`config.mk`:
```
export PLATFORM = sky130hd
export DESIGN_NAME = rvjtag_dtm_tap_flat
export DESIGN_NICKNAME = d
export VERILOG_FILES = /design/src/rtl/rvjtag_pkg.sv /design/src/rtl/rvjtag_dtm_tap_if.sv /design/src/rtl/rvjtag_tap_fsm.sv /design/src/rtl/rvjtag_dtm_tap.sv /design/src/flat_wrapper.sv
export SDC_FILE = /design/constraint.sdc
export NUM_CORES = 1
export LEC_CHECK = 0
export CORE_AREA = 2 2 104 106
export CTS_CLUSTER_DIAMETER = 60
export DETAILED_ROUTE_END_ITERATION = 16
export DIE_AREA = 0 0 106 108
export HOLD_SLACK_MARGIN = 0.12
export PLACE_DENSITY = 0.93
export SLEW_MARGIN = 10
export SYNTH_ARGS = -nofsm -noshare
export SYNTH_HDL_FRONTEND = slang
export SYNTH_SLANG_ARGS = --single-unit
```
`constraint.sdc`:
```
create_clock -name tck -period 4.6 [get_ports tck]
set_input_delay 0.69 -clock tck [delete_from_list [all_inputs] [get_ports tck]]
set_output_delay 0.69 -clock tck [all_outputs]
set_load 0.02 [all_outputs]
```
`src/rtl/rvjtag_pkg.sv`:
```
// Shared types for the RISC-V JTAG DTM: TAP states, DMI op/status codes, DTMCS layout.
// Pure declarations; no timing or flow control of its own.
package rvjtag_pkg;

  typedef enum logic [3:0] {
    TAP_TLR,      TAP_RTI,
    TAP_SEL_DR,   TAP_CAP_DR,   TAP_SHIFT_DR, TAP_EXIT1_DR,
    TAP_PAUSE_DR, TAP_EXIT2_DR, TAP_UPD_DR,
    TAP_SEL_IR,   TAP_CAP_IR,   TAP_SHIFT_IR, TAP_EXIT1_IR,
    TAP_PAUSE_IR, TAP_EXIT2_IR, TAP_UPD_IR
  } tap_state_e;

  typedef enum logic [1:0] {
    DMI_OP_NOP   = 2'd0,
    DMI_OP_READ  = 2'd1,
    DMI_OP_WRITE = 2'd2,
    DMI_OP_RSVD  = 2'd3
  } dmi_op_e;

  localparam logic [1:0] DMI_STAT_OK     = 2'd0;
  localparam logic [1:0] DMI_STAT_FAILED = 2'd2;
  localparam logic [1:0] DMI_STAT_BUSY   = 2'd3;

  localparam int DTMCS_VERSION_LSB   = 0;
  localparam int DTMCS_ABITS_LSB     = 4;
  localparam int DTMCS_DMISTAT_LSB   = 10;
  localparam int DTMCS_IDLE_LSB      = 12;
  localparam int DTMCS_DMIRESET_BIT  = 16;
  localparam int DTMCS_HARDRESET_BIT = 17;

  function automatic logic [31:0] dtmcs_word(input logic [2:0] idle,
                                             input logic [1:0] stat,
                                             input logic [5:0] abits);
    logic [31:0] w;
    w = '0;
    w[DTMCS_VERSION_LSB +: 4] = 4'd1;
    w[DTMCS_ABITS_LSB   +: 6] = abits;
    w[DTMCS_DMISTAT_LSB +: 2] = stat;
    w[DTMCS_IDLE_LSB    +: 3] = idle;
    return w;
  endfunction

endpackage

```
`src/rtl/rvjtag_dtm_tap_if.sv`:
```
// DMI request/response bundle between the DTM (master) and the Debug Module (slave).
// Requests are single-cycle pulses; the DM answers with a single-cycle response strobe.
interface rvjtag_dtm_tap_if #(
  parameter int unsigned ABITS = 7
);
  logic             dmi_req_valid;
  logic [ABITS-1:0] dmi_req_addr;
  logic [31:0]      dmi_req_data;
  logic             dmi_req_write;
  logic             dmi_rsp_valid;
  logic [31:0]      dmi_rsp_data;
  logic [1:0]       dmi_rsp_status;
  logic             dmi_hard_reset;

  modport master (
    output dmi_req_valid, dmi_req_addr, dmi_req_data, dmi_req_write, dmi_hard_reset,
    input  dmi_rsp_valid, dmi_rsp_data, dmi_rsp_status
  );

  modport slave (
    input  dmi_req_valid, dmi_req_addr, dmi_req_data, dmi_req_write, dmi_hard_reset,
    output dmi_rsp_valid, dmi_rsp_data, dmi_rsp_status
  );
endinterface

```
`src/rtl/rvjtag_tap_fsm.sv`:
```
// IEEE 1149.1 TAP controller: state moves on posedge tck, decodes are combinational from state.
// No backpressure; trst low forces Test-Logic-Reset asynchronously.
module rvjtag_tap_fsm
  import rvjtag_pkg::*;
(
  input  logic tck,
  input  logic trst,
  input  logic tms,
  output logic test_logic_reset_o,
  output logic capture_dr_o,
  output logic shift_dr_o,
  output logic update_dr_o,
  output logic capture_ir_o,
  output logic shift_ir_o,
  output logic update_ir_o
);

  tap_state_e state_q, state_d;

  always_ff @(posedge tck or negedge trst) begin
    if (!trst) state_q <= TAP_TLR;
    else       state_q <= state_d;
  end

  always_comb begin
    state_d            = state_q;
    test_logic_reset_o = 1'b0;
    capture_dr_o       = 1'b0;
    shift_dr_o         = 1'b0;
    update_dr_o        = 1'b0;
    capture_ir_o       = 1'b0;
    shift_ir_o         = 1'b0;
    update_ir_o        = 1'b0;
    case (state_q)
      TAP_TLR:      begin state_d = tms ? TAP_TLR      : TAP_RTI;      test_logic_reset_o = 1'b1; end
      TAP_RTI:            state_d = tms ? TAP_SEL_DR   : TAP_RTI;
      TAP_SEL_DR:         state_d = tms ? TAP_SEL_IR   : TAP_CAP_DR;
      TAP_CAP_DR:   begin state_d = tms ? TAP_EXIT1_DR : TAP_SHIFT_DR; capture_dr_o = 1'b1; end
      TAP_SHIFT_DR: begin state_d = tms ? TAP_EXIT1_DR : TAP_SHIFT_DR; shift_dr_o   = 1'b1; end
      TAP_EXIT1_DR:       state_d = tms ? TAP_UPD_DR   : TAP_PAUSE_DR;
      TAP_PAUSE_DR:       state_d = tms ? TAP_EXIT2_DR : TAP_PAUSE_DR;
      TAP_EXIT2_DR:       state_d = tms ? TAP_UPD_DR   : TAP_SHIFT_DR;
      TAP_UPD_DR:   begin state_d = tms ? TAP_SEL_DR   : TAP_RTI;      update_dr_o  = 1'b1; end
      TAP_SEL_IR:         state_d = tms ? TAP_TLR      : TAP_CAP_IR;
      TAP_CAP_IR:   begin state_d = tms ? TAP_EXIT1_IR : TAP_SHIFT_IR; capture_ir_o = 1'b1; end
      TAP_SHIFT_IR: begin state_d = tms ? TAP_EXIT1_IR : TAP_SHIFT_IR; shift_ir_o   = 1'b1; end
      TAP_EXIT1_IR:       state_d = tms ? TAP_UPD_IR   : TAP_PAUSE_IR;
      TAP_PAUSE_IR:       state_d = tms ? TAP_EXIT2_IR : TAP_PAUSE_IR;
      TAP_EXIT2_IR:       state_d = tms ? TAP_UPD_IR   : TAP_SHIFT_IR;
      TAP_UPD_IR:   begin state_d = tms ? TAP_SEL_DR   : TAP_RTI;      update_ir_o  = 1'b1; end
      default:            state_d = TAP_TLR;
    endcase
  end

endmodule

```
`src/rtl/rvjtag_dtm_tap.sv`:
```
// RISC-V JTAG DTM: IR/DR scan chain plus DMI request issue and busy/sticky-error tracking.
// Requests pulse one tck after leaving Update-DR; a request while busy is dropped and flagged sticky.
module rvjtag_dtm_tap
  import rvjtag_pkg::*;
#(
  parameter int unsigned       IR_LEN        = 5,
  parameter int unsigned       ABITS         = 7,
  parameter logic [31:0]       DEVICE_ID_VAL = 32'h0000_0001,
  parameter logic [2:0]        IDLE_HINT     = 3'd1,
  parameter logic [IR_LEN-1:0] IR_IDCODE     = IR_LEN'('h01),
  parameter logic [IR_LEN-1:0] IR_DTMCS      = IR_LEN'('h10),
  parameter logic [IR_LEN-1:0] IR_DMI        = IR_LEN'('h11)
) (
  input  logic             tck,
  input  logic             trst,
  input  logic             scan_mode,
  input  logic             tms,
  input  logic             tdi,
  output logic             tdo,
  output logic             tdo_en,
  rvjtag_dtm_tap_if.master dmi
);

  localparam int unsigned DMI_W = ABITS + 34;
  localparam int unsigned SR_W  = (IR_LEN > DMI_W) ? IR_LEN : DMI_W;

  logic tlr, cap_dr, shift_dr, upd_dr, cap_ir, shift_ir, upd_ir;

  rvjtag_tap_fsm u_fsm (
    .tck                (tck),
    .trst               (trst),
    .tms                (tms),
    .test_logic_reset_o (tlr),
    .capture_dr_o       (cap_dr),
    .shift_dr_o         (shift_dr),
    .update_dr_o        (upd_dr),
    .capture_ir_o       (cap_ir),
    .shift_ir_o         (shift_ir),
    .update_ir_o        (upd_ir)
  );

  logic unused_scan_mode;
  assign unused_scan_mode = scan_mode;

  logic [IR_LEN-1:0] ir_q, ir_d;
  logic [SR_W-1:0]   sr_q, sr_d;
  logic              tdo_q;
  logic              busy_q, busy_d, busy_e;
  logic [1:0]        sticky_q, sticky_d, sticky_e, op_status;
  logic [31:0]       rsp_data_q, rsp_data_d, rsp_data_e;
  logic              req_valid_q, req_valid_d, req_write_q, req_write_d;
  logic [ABITS-1:0]  req_addr_q, req_addr_d;
  logic [31:0]       req_data_q, req_data_d;
  logic              hard_reset_q, hard_reset_d;
  logic              sel_idcode, sel_dtmcs, sel_dmi;
  dmi_op_e           upd_op;
  int                msb;

  assign sel_idcode = (ir_q == IR_IDCODE);
  assign sel_dtmcs  = (ir_q == IR_DTMCS);
  assign sel_dmi    = (ir_q == IR_DMI);
  assign upd_op     = dmi_op_e'(sr_q[1:0]);

  always_comb begin
    ir_d = ir_q;
    if (tlr)         ir_d = IR_IDCODE;
    else if (cap_ir) ir_d = IR_LEN'(1);
    else if (upd_ir) ir_d = (sr_q[IR_LEN-1:0] == '0) ? '1 : sr_q[IR_LEN-1:0];
  end

  // A response landing in the same cycle as a capture or update is applied first.
  always_comb begin
    busy_e     = busy_q;
    sticky_e   = sticky_q;
    rsp_data_e = rsp_data_q;
    if (dmi.dmi_rsp_valid && busy_q) begin
      busy_e     = 1'b0;
      rsp_data_e = dmi.dmi_rsp_data;
      if (dmi.dmi_rsp_status != DMI_STAT_OK) sticky_e = DMI_STAT_FAILED;
    end
    if (sticky_e != DMI_STAT_OK) op_status = sticky_e;
    else if (busy_e)             op_status = DMI_STAT_BUSY;
    else                         op_status = DMI_STAT_OK;
  end

  always_comb begin
    sr_d = sr_q;
    msb  = 0;
    if (shift_ir)                     msb = int'(IR_LEN) - 1;
    else if (sel_dmi)                 msb = int'(DMI_W) - 1;
    else if (sel_idcode || sel_dtmcs) msb = 31;
    if (cap_ir) begin
      sr_d      = '0;
      sr_d[1:0] = 2'b01;
    end else if (cap_dr) begin
      sr_d = '0;
      if (sel_dmi)         sr_d[DMI_W-1:0] = {req_addr_q, rsp_data_e, op_status};
      else if (sel_dtmcs)  sr_d[31:0] = dtmcs_word(IDLE_HINT, sticky_e, 6'(ABITS));
      else if (sel_idcode) sr_d[31:0] = DEVICE_ID_VAL;
    end else if (shift_dr || shift_ir) begin
      sr_d = sr_q >> 1;
      for (int i = 0; i < int'(SR_W); i++) begin
        if (i == msb) sr_d[i] = tdi;
      end
    end
  end

  always_comb begin
    busy_d       = busy_e;
    sticky_d     = sticky_e;
    rsp_data_d   = rsp_data_e;
    req_valid_d  = 1'b0;
    hard_reset_d = 1'b0;
    req_addr_d   = req_addr_q;
    req_data_d   = req_data_q;
    req_write_d  = req_write_q;
    if (upd_dr && sel_dtmcs) begin
      if (sr_q[DTMCS_DMIRESET_BIT]) sticky_d = DMI_STAT_OK;
      if (sr_q[DTMCS_HARDRESET_BIT]) begin
        sticky_d     = DMI_STAT_OK;
        busy_d       = 1'b0;
        hard_reset_d = 1'b1;
      end
    end
    // Any sticky error silently drops new requests until a dmireset.
    if (upd_dr && sel_dmi && (upd_op == DMI_OP_READ || upd_op == DMI_OP_WRITE)
        && sticky_e == DMI_STAT_OK) begin
      if (busy_e) begin
        sticky_d = DMI_STAT_BUSY;
      end else begin
        req_valid_d = 1'b1;
        busy_d      = 1'b1;
        req_addr_d  = sr_q[DMI_W-1:34];
        req_data_d  = sr_q[33:2];
        req_write_d = (upd_op == DMI_OP_WRITE);
      end
    end
  end

  always_ff @(posedge tck or negedge trst) begin
    if (!trst) begin
      sr_q         <= '0;
      busy_q       <= 1'b0;
      sticky_q     <= DMI_STAT_OK;
      rsp_data_q   <= '0;
      req_valid_q  <= 1'b0;
      req_addr_q   <= '0;
      req_data_q   <= '0;
      req_write_q  <= 1'b0;
      hard_reset_q <= 1'b0;
    end else begin
      sr_q         <= sr_d;
      busy_q       <= busy_d;
      sticky_q     <= sticky_d;
      rsp_data_q   <= rsp_data_d;
      req_valid_q  <= req_valid_d;
      req_addr_q   <= req_addr_d;
      req_data_q   <= req_data_d;
      req_write_q  <= req_write_d;
      hard_reset_q <= hard_reset_d;
    end
  end

  always_ff @(negedge tck or negedge trst) begin
    if (!trst) begin
      ir_q  <= IR_IDCODE;
      tdo_q <= 1'b0;
    end else begin
      ir_q  <= ir_d;
      tdo_q <= sr_q[0];
    end
  end

  assign tdo                = tdo_q;
  assign tdo_en             = shift_dr | shift_ir;
  assign dmi.dmi_req_valid  = req_valid_q;
  assign dmi.dmi_req_addr   = req_addr_q;
  assign dmi.dmi_req_data   = req_data_q;
  assign dmi.dmi_req_write  = req_write_q;
  assign dmi.dmi_hard_reset = hard_reset_q;

endmodule

```
`src/flat_wrapper.sv`:
```
// flat-port wrapper written by rule: the top's interface ports become plain ports
module rvjtag_dtm_tap_flat import rvjtag_pkg::*;
#(
  parameter int unsigned       IR_LEN        = 5,
  parameter int unsigned       ABITS         = 7,
  parameter logic [31:0]       DEVICE_ID_VAL = 32'h0000_0001,
  parameter logic [2:0]        IDLE_HINT     = 3'd1,
  parameter logic [IR_LEN-1:0] IR_IDCODE     = IR_LEN'('h01),
  parameter logic [IR_LEN-1:0] IR_DTMCS      = IR_LEN'('h10),
  parameter logic [IR_LEN-1:0] IR_DMI        = IR_LEN'('h11)
)
  (tck, trst, scan_mode, tms, tdi, tdo, tdo_en, dmi_dmi_req_valid, dmi_dmi_req_addr, dmi_dmi_req_data, dmi_dmi_req_write, dmi_dmi_hard_reset, dmi_dmi_rsp_valid, dmi_dmi_rsp_data, dmi_dmi_rsp_status);
  rvjtag_dtm_tap_if #(.ABITS(ABITS)) dmi_i ();
  input  logic tck;
  input  logic trst;
  input  logic scan_mode;
  input  logic tms;
  input  logic tdi;
  output logic tdo;
  output logic tdo_en;
  output wire logic [$bits(dmi_i.dmi_req_valid)-1:0] dmi_dmi_req_valid;
  output wire logic [$bits(dmi_i.dmi_req_addr)-1:0] dmi_dmi_req_addr;
  output wire logic [$bits(dmi_i.dmi_req_data)-1:0] dmi_dmi_req_data;
  output wire logic [$bits(dmi_i.dmi_req_write)-1:0] dmi_dmi_req_write;
  output wire logic [$bits(dmi_i.dmi_hard_reset)-1:0] dmi_dmi_hard_reset;
  input wire logic [$bits(dmi_i.dmi_rsp_valid)-1:0] dmi_dmi_rsp_valid;
  input wire logic [$bits(dmi_i.dmi_rsp_data)-1:0] dmi_dmi_rsp_data;
  input wire logic [$bits(dmi_i.dmi_rsp_status)-1:0] dmi_dmi_rsp_status;
  assign dmi_dmi_req_valid = dmi_i.dmi_req_valid;
  assign dmi_dmi_req_addr = dmi_i.dmi_req_addr;
  assign dmi_dmi_req_data = dmi_i.dmi_req_data;
  assign dmi_dmi_req_write = dmi_i.dmi_req_write;
  assign dmi_dmi_hard_reset = dmi_i.dmi_hard_reset;
  assign dmi_i.dmi_rsp_valid = dmi_dmi_rsp_valid;
  assign dmi_i.dmi_rsp_data = dmi_dmi_rsp_data;
  assign dmi_i.dmi_rsp_status = dmi_dmi_rsp_status;
  rvjtag_dtm_tap #(.IR_LEN(IR_LEN), .ABITS(ABITS), .DEVICE_ID_VAL(DEVICE_ID_VAL), .IDLE_HINT(IDLE_HINT), .IR_IDCODE(IR_IDCODE), .IR_DTMCS(IR_DTMCS), .IR_DMI(IR_DMI)) u_core (.tck(tck), .trst(trst), .scan_mode(scan_mode), .tms(tms), .tdi(tdi), .tdo(tdo), .tdo_en(tdo_en), .dmi(dmi_i));
endmodule
```
==> results of run 1 <==
==> sequential cells by signal, summed over array words and instances, names as in the netlist <==
register / count
u_core.ir_q: 5
u_core.dmi.dmi_req_data: 32
u_core.busy_q: 1
u_core.dmi.dmi_req_write: 1
u_core.sticky_q: 2
u_core.dmi.dmi_req_addr: 7
u_core.tdo: 1
u_core.dmi.dmi_req_valid: 1
u_core.rsp_data_q: 32
u_core.sr_q: 41
u_core.dmi.dmi_hard_reset: 1
u_core.u_fsm.state_q: 4
==> power by group through the flow <==
| stage | sequential, W | combinational (W) | clock, W |
|---|---|---|---|
| detailed placement | 0.00171 | 0.00131 | 0.00000272 |
| floorplan | 0.00161 | 0.000972 | 0.00000272 |
| global route | 0.00174 | 0.00146 | 0.00134 |
| finish | 0.00171 | 0.00135 | 0.00128 |
| global placement | 0.00168 | 0.00124 | 0.00000272 |
| CTS | 0.00170 | 0.00134 | 0.00128 |
==> logic make-up (layout without fill, tap and decap cells) <==
group           count (synthesis)  after routing  synth area share
xor+xnor                        2              2           0.00294
compound gates                125            125             0.157
mux                            74             74             0.164
simple gates                   96             96            0.0918
flops                         128            128             0.538
buf+inv                        44            132            0.0416
fa+ha+maj                       2              2           0.00420
==> layout make-up <==
class,instances,area (sq um)
clock buffers,22,443
multi-input cells,299,2520
well taps,136,170
flip-flops and latches,128,3200
fillers,621,2850
repair buffers,92,906
clock inverters,11,115
inverters,7,26.3
==> stage by stage <==
stage	worst slack [ns]	instance area, sq um	hold WS, ns	power (W)
finish	0.184	7380	0.165	0.00434
global route	0.143	7380	0.194	0.00454
CTS	0.171	7380	0.170	0.00433
detailed placement	0.331	6830	0.488	0.00302
global placement	0.386	6830	0.475	0.00291
floorplan	0.231	5950	0.394	0.00258
==> synth_stat cells, types with 5 or more instances <==
cell type | n | area (sq um)
dfrtp_1 | 122 | 3050
mux2_4 | 39 | 586
mux2_2 | 33 | 372
a22o_1 | 29 | 254
and2_1 | 26 | 163
a31o_2 | 25 | 219
clkbuf_1 | 24 | 90.1
nand2_1 | 24 | 90.1
o21ai_0 | 23 | 115
a21oi_1 | 11 | 55.1
nor2_1 | 11 | 41.3
inv_1 | 7 | 26.3
a22oi_1 | 6 | 45.0
nor3_1 | 6 | 30.0
a211oi_1 | 5 | 37.5
dfrtn_1 | 5 | 125
nand2b_1 | 5 | 31.3
==> routing by layer <==
layer / up-vias / GRT usage / wire, um
met5: - / 0 / 0
met3: 44 / 0.0675 / 730
met4: 0 / 0.113 / 406
li1: 1881 / - / -
met2: 176 / 0.456 / 7400
met1: 2199 / 0.333 / 6110
==> path summary, 6_finish.rpt <==
check | depth (start not counted) | to | from
worst max-delay path | 1 | tdo | u_core.tdo
worst min-delay path | 1 | u_core.rsp_data_q[13] | trst
worst max register to register | 5 | u_core.dmi.dmi_req_data[18] | u_core.ir_q[4]
worst min register to register | 1 | u_core.rsp_data_q[16] | u_core.rsp_data_q[16]
max in group asynchronous | 1 | u_core.ir_q[0] | trst
min in group tck | 1 | u_core.rsp_data_q[16] | u_core.rsp_data_q[16]
==> summary.txt, run 1 <==
Hold path
  • Type of the worst min-delay path: input pin to asynchronous set/reset pin

Yosys
  • Synth async-reset ratio: 1.00
  • Ys flop type: dfrtp_1
  • Post-synth cell types: 56
  • Mapped Nets: 513
  • Post-synth EDFFs: 0
  • Cells after Synth: about 470
  • Syn_area_per_cell: around 13 sq um
  • Post-synthesis sequential area ratio: 0.538
  • Yosys warns: 0
  • Flip-flop and latch count after synthesis: 128
  • Synthesized area: roughly 6000 sq um

Route
  • Drt total wl: about 15000 um
  • DRC errors left: 0
  • Vias per cell: around 6.2
  • Initial DRC Count: between 300 and 400
  • Vias: 4300
  • DRT Pass-1 Iters: 4
  • Post-route ant nets: 0
  • WL per Instance: 21.1 um

Layout
  • Fin cells: about 700
  • P&R area growth vs syn: 24.0%
  • Antenna diode count: 0
  • Core Util, Final: 0.722
  • Final #Nets: around 590
  • Most frequent cells in the layout: 122 x dfrtp_1, 81 x clkdlybuf4s50_1, 39 x mux2_4, 33 x mux2_2, 29 x a22o_1
  • Layout cells sized above 1: 0.258
  • Commonest non-fill, non-tap cell in the layout: dfrtp_1

Critical path
  • Crit Path Max Fanout: 1
  • Critical path buffers and inverters: 1
  • Worst reg2reg setup slack: around 0.28 ns
  • Crit-path slowest cell: clkdlybuf4s50_1
  • Crit path cell chain: clkdlybuf4s50_1
  • Req. time, crit path: around 4 ns
  • CP startpoint kind: flop
  • Worst EP arrival: ~3.7 ns
  • Crit path capture type: output port
  • CP top delay family: buffers and inverters
  • Critical path class: flop to output port
  • Critical Path Max Stage Delay: roughly 0.60 ns

GRT
  • Vias in the first global route: roughly 4500
  • Total GRT Usage: 0.269
  • Initial antenna violation count: 0
  • Gr ovfl total: 0
  • Pin count of the biggest net entering global routing: 87
  • First-pass GRT wire length: about 23000 um

CTS
  • CTS tree: yes
  • Hold Buf Count CTS: 0
  • Root buffer cell: clkbuf_8
  • Clk pin slew, worst setup/hold paths: about 0.06 ns
  • Clk_lat worst skew: between 0.5 and 0.6 ns
  • Clk sink count: between 100 and 150
  • CTS buffer count: 17
  • CTS Buffer Depth: 2
  • Resize count post-CTS: 0
  • Max H-tree Level: 4
  • Post-CTS Setup Inserts: 0

Placement
  • Port bufs: 82
  • Post-Place Cells: roughly 660
  • GP Congestion: ~0.85
  • Dpl hpwl: 9020 um

Power and ir drop
  • Clock share of power: 0.294
  • LEAKAGE: ~3.4 nW
  • Power Density: ~600 nW/um^2
  • Sw frac: 0.352
  • Net Sw Power: between 0.0015 and 0.002 W
  • Sequential power share: 0.394
  • Max VDD drop: 331 uV
  • Comb pwr share: 0.311
  • Pint: 0.00282 W

Floorplanning
  • Rows: 37
  • Die Span Y: around 110 um
  • Die Area: about 11000 sq um
  • CORE AREA: 10200 sq um
  • Die width: 106 um
  • Initial Utilization: 0.582
  • Io pins: between 80 and 90

Timing
  • Final setup TNS: 0 ns
  • Fin Clk Skew: 0.0765 ns
  • Final setup fails: 0
  • Slew Viols, Final: 0
  • RSZ-0062 raised after global routing: false
  • Slew headroom: 0.178
  • Fin. Hold Viols: 0
  • Worst slew pin tran: between 1 and 1.5 ns

Flow run
  • Max-Cap Viols: 0

Status
  • Outcome: completed
(Power assumes the default switching activity.)
==> run 2, diff against run 1 <==
- SLEW_MARGIN: 10 -> default
==> results of run 2 <==
The final DEF is identical to that of run 1; final timing and power are the same.
==> run 3, diff against run 2 <==
- clock period: 4.6 -> 5.2 ns (I/O delays scaled with it)
==> run 3 against run 2 <==
  * Power is 11% lower
  * Design area is 0.34% higher
  * Count of clock-buffer cells in the layout is 5 lower
  * Die area stayed put
  * Utilization is 0.24 points higher
  * Critical path depth stayed put
  * Routed wire length is 2.5% higher
  * Non-clock buffer count stayed put
  * Final cell count stayed put
  * Critical path type unchanged
  * Critical endpoint unchanged
  * Highest routed layer unchanged
==> summary.txt, run 3 (synthesized netlist as in run 1, its figures left out) <==
Timing
  • Fin. Hold Viols: 0
  • RSZ-0062 raised after global routing: false
  • Worst slew pin tran: 1.21 ns
  • Final setup TNS: 0 ns
  • Slew headroom: 0.192
  • Final setup fails: 0
  • Slew Viols, Final: 0
  • Fin Clk Skew: ~0.080 ns

Critical path
  • Critical path buffers and inverters: 1
  • Worst reg2reg setup slack: 0.48 ns
  • Critical path class: flop to output port
  • Req. time, crit path: 4.42 ns
  • Worst EP arrival: ~4.1 ns
  • CP startpoint kind: flop
  • Crit path cell chain: clkdlybuf4s50_1
  • CP top delay family: buffers and inverters
  • Critical Path Max Stage Delay: roughly 0.6 ns
  • Crit path capture type: output port
  • Crit Path Max Fanout: 1
  • Crit-path slowest cell: clkdlybuf4s50_1

GRT
  • Vias in the first global route: 4590
  • Initial antenna violation count: 0
  • Gr ovfl total: 0
  • First-pass GRT wire length: about 24000 um
  • Total GRT Usage: 0.280
  • Pin count of the biggest net entering global routing: between 60 and 70

Floorplanning
  • Die width: ~110 um
  • Die Area: about 11000 sq um
  • Initial Utilization: 0.582
  • Rows: 37
  • CORE AREA: between 10000 and 15000 sq um
  • Die Span Y: 108 um
  • Io pins: 84

Placement
  • Port bufs: between 80 and 90
  • Post-Place Cell Area: about 6800 sq um
  • GP Congestion: ~0.83
  • Dpl hpwl: ~9000 um

CTS
  • CTS buffer count: 17
  • CTS tree: yes
  • Clk_lat worst skew: 0.53 ns
  • Resize count post-CTS: 0
  • Clk sink count: between 100 and 150
  • Max H-tree Level: 4
  • CTS Buffer Depth: 2
  • Post-CTS Setup Inserts: 0
  • Clk pin slew, worst setup/hold paths: roughly 0.06 ns
  • Root buffer cell: clkbuf_8

Hold path
  • Type of the worst min-delay path: flop to flop

Route
  • Initial DRC Count: 433
  • Drt total wl: around 15000 um
  • DRC errors left: 0
  • Vias: between 4000 and 5000
  • DRT Pass-1 Iters: 6
  • Post-route ant nets: 0
  • WL per Instance: about 22 um
  • Vias per cell: 6.39

Status
  • Outcome: completed

Layout
  • Largest Register: u_core.sr_q
  • Most frequent cells in the layout: 122 x dfrtp_1, 81 x clkdlybuf4s50_1, 39 x mux2_4, 33 x mux2_2, 29 x a22o_1
  • P&R area growth vs syn: 24.5%
  • Number of flip-flops in the largest register: 41
  • Core Util, Final: 0.724
  • Fin area: approximately 7400 sq um
  • Commonest non-fill, non-tap cell in the layout: dfrtp_1
  • Antenna diode count: 0
  • Flip-flop and latch area: 3200 sq um
  • Multi-input combinational cell area: roughly 2500 sq um
  • Fillers: between 600 and 700
  • Final #Nets: 588
  • Layout cells sized above 1: 0.263

Power and ir drop
  • LEAKAGE: 3.39 nW
  • Max VDD drop: approximately 340 uV
  • Power Density: around 520 nW/um^2

Flow run
  • Max-Cap Viols: 0
-- run 3: cell count changes in the layout (fill, tap and decap cells not counted) --
cell,change
clkbuf_1,-4
clkbuf_8,-1
dlygate4sd3_1,+1
clkinv_4,+5
buf_4,-1
clkinvlp_4,-1
clkinv_2,-1
inv_6,+1
inv_8,+1
-- run 3: path summary, 6_finish.rpt --
| path | startpoint | end | depth (start not counted) |
|---|---|---|---|
| max in group asynchronous | trst | u_core.ir_q[0] | 2 |
| min reg2reg | u_core.rsp_data_q[0] | u_core.rsp_data_q[0] | 1 |
| min in group asynchronous | trst | u_core.u_fsm.state_q[0] | 2 |
| min | u_core.rsp_data_q[0] | u_core.rsp_data_q[0] | 1 |
| max reg2reg | u_core.ir_q[4] | u_core.dmi.dmi_req_data[18] | 5 |
| max | u_core.tdo | tdo | 1 |
-- run 3: timing repair --
item                                   in CTS  in global routing
hold buffers                                1                  0
endpoints found under the hold margin       7                  0
setup endpoints to repair                   0                  0
-- run 3: report_power, final --
group	total, W	internal, W	switching, W	leakage (nW)
combinational	0.00119	0.000522	0.000667	1.35
clock	0.00116	0.000689	0.000470	0.286
sequential	0.00153	0.00127	0.000262	1.76
-- run 3: final cells by class --
class	instances	area share
Timing Repair Buffer	92	0.123
Sequential cell	128	0.432
Tap cell	136	0.0230
Clock buffer	17	0.0559
Clock inverter	16	0.0225
Inverter	7	0.00355
Multi-Input combinational cell	299	0.340
-- run 3: through the flow --
step	instances	hold slack, ns	power (W)	worst slack (ns)
after global placement	662	0.473	0.00257	0.581
after floorplan	471	0.451	0.00229	0.531
after detailed placement	662	0.483	0.00265	0.496
final	695	0.496	0.00388	0.360
after CTS	695	0.492	0.00386	0.345
after global routing	695	0.516	0.00406	0.332
-- run 3: layer usage --
| metal | track usage | vias up | wire length, um |
|---|---|---|---|
| met5 | 0 | - | 0 |
| met4 | 0.118 | 0 | 487 |
| met3 | 0.0669 | 52 | 1050 |
| met2 | 0.463 | 267 | 7490 |
| met1 | 0.356 | 2233 | 5990 |
| li1 | - | 1892 | - |
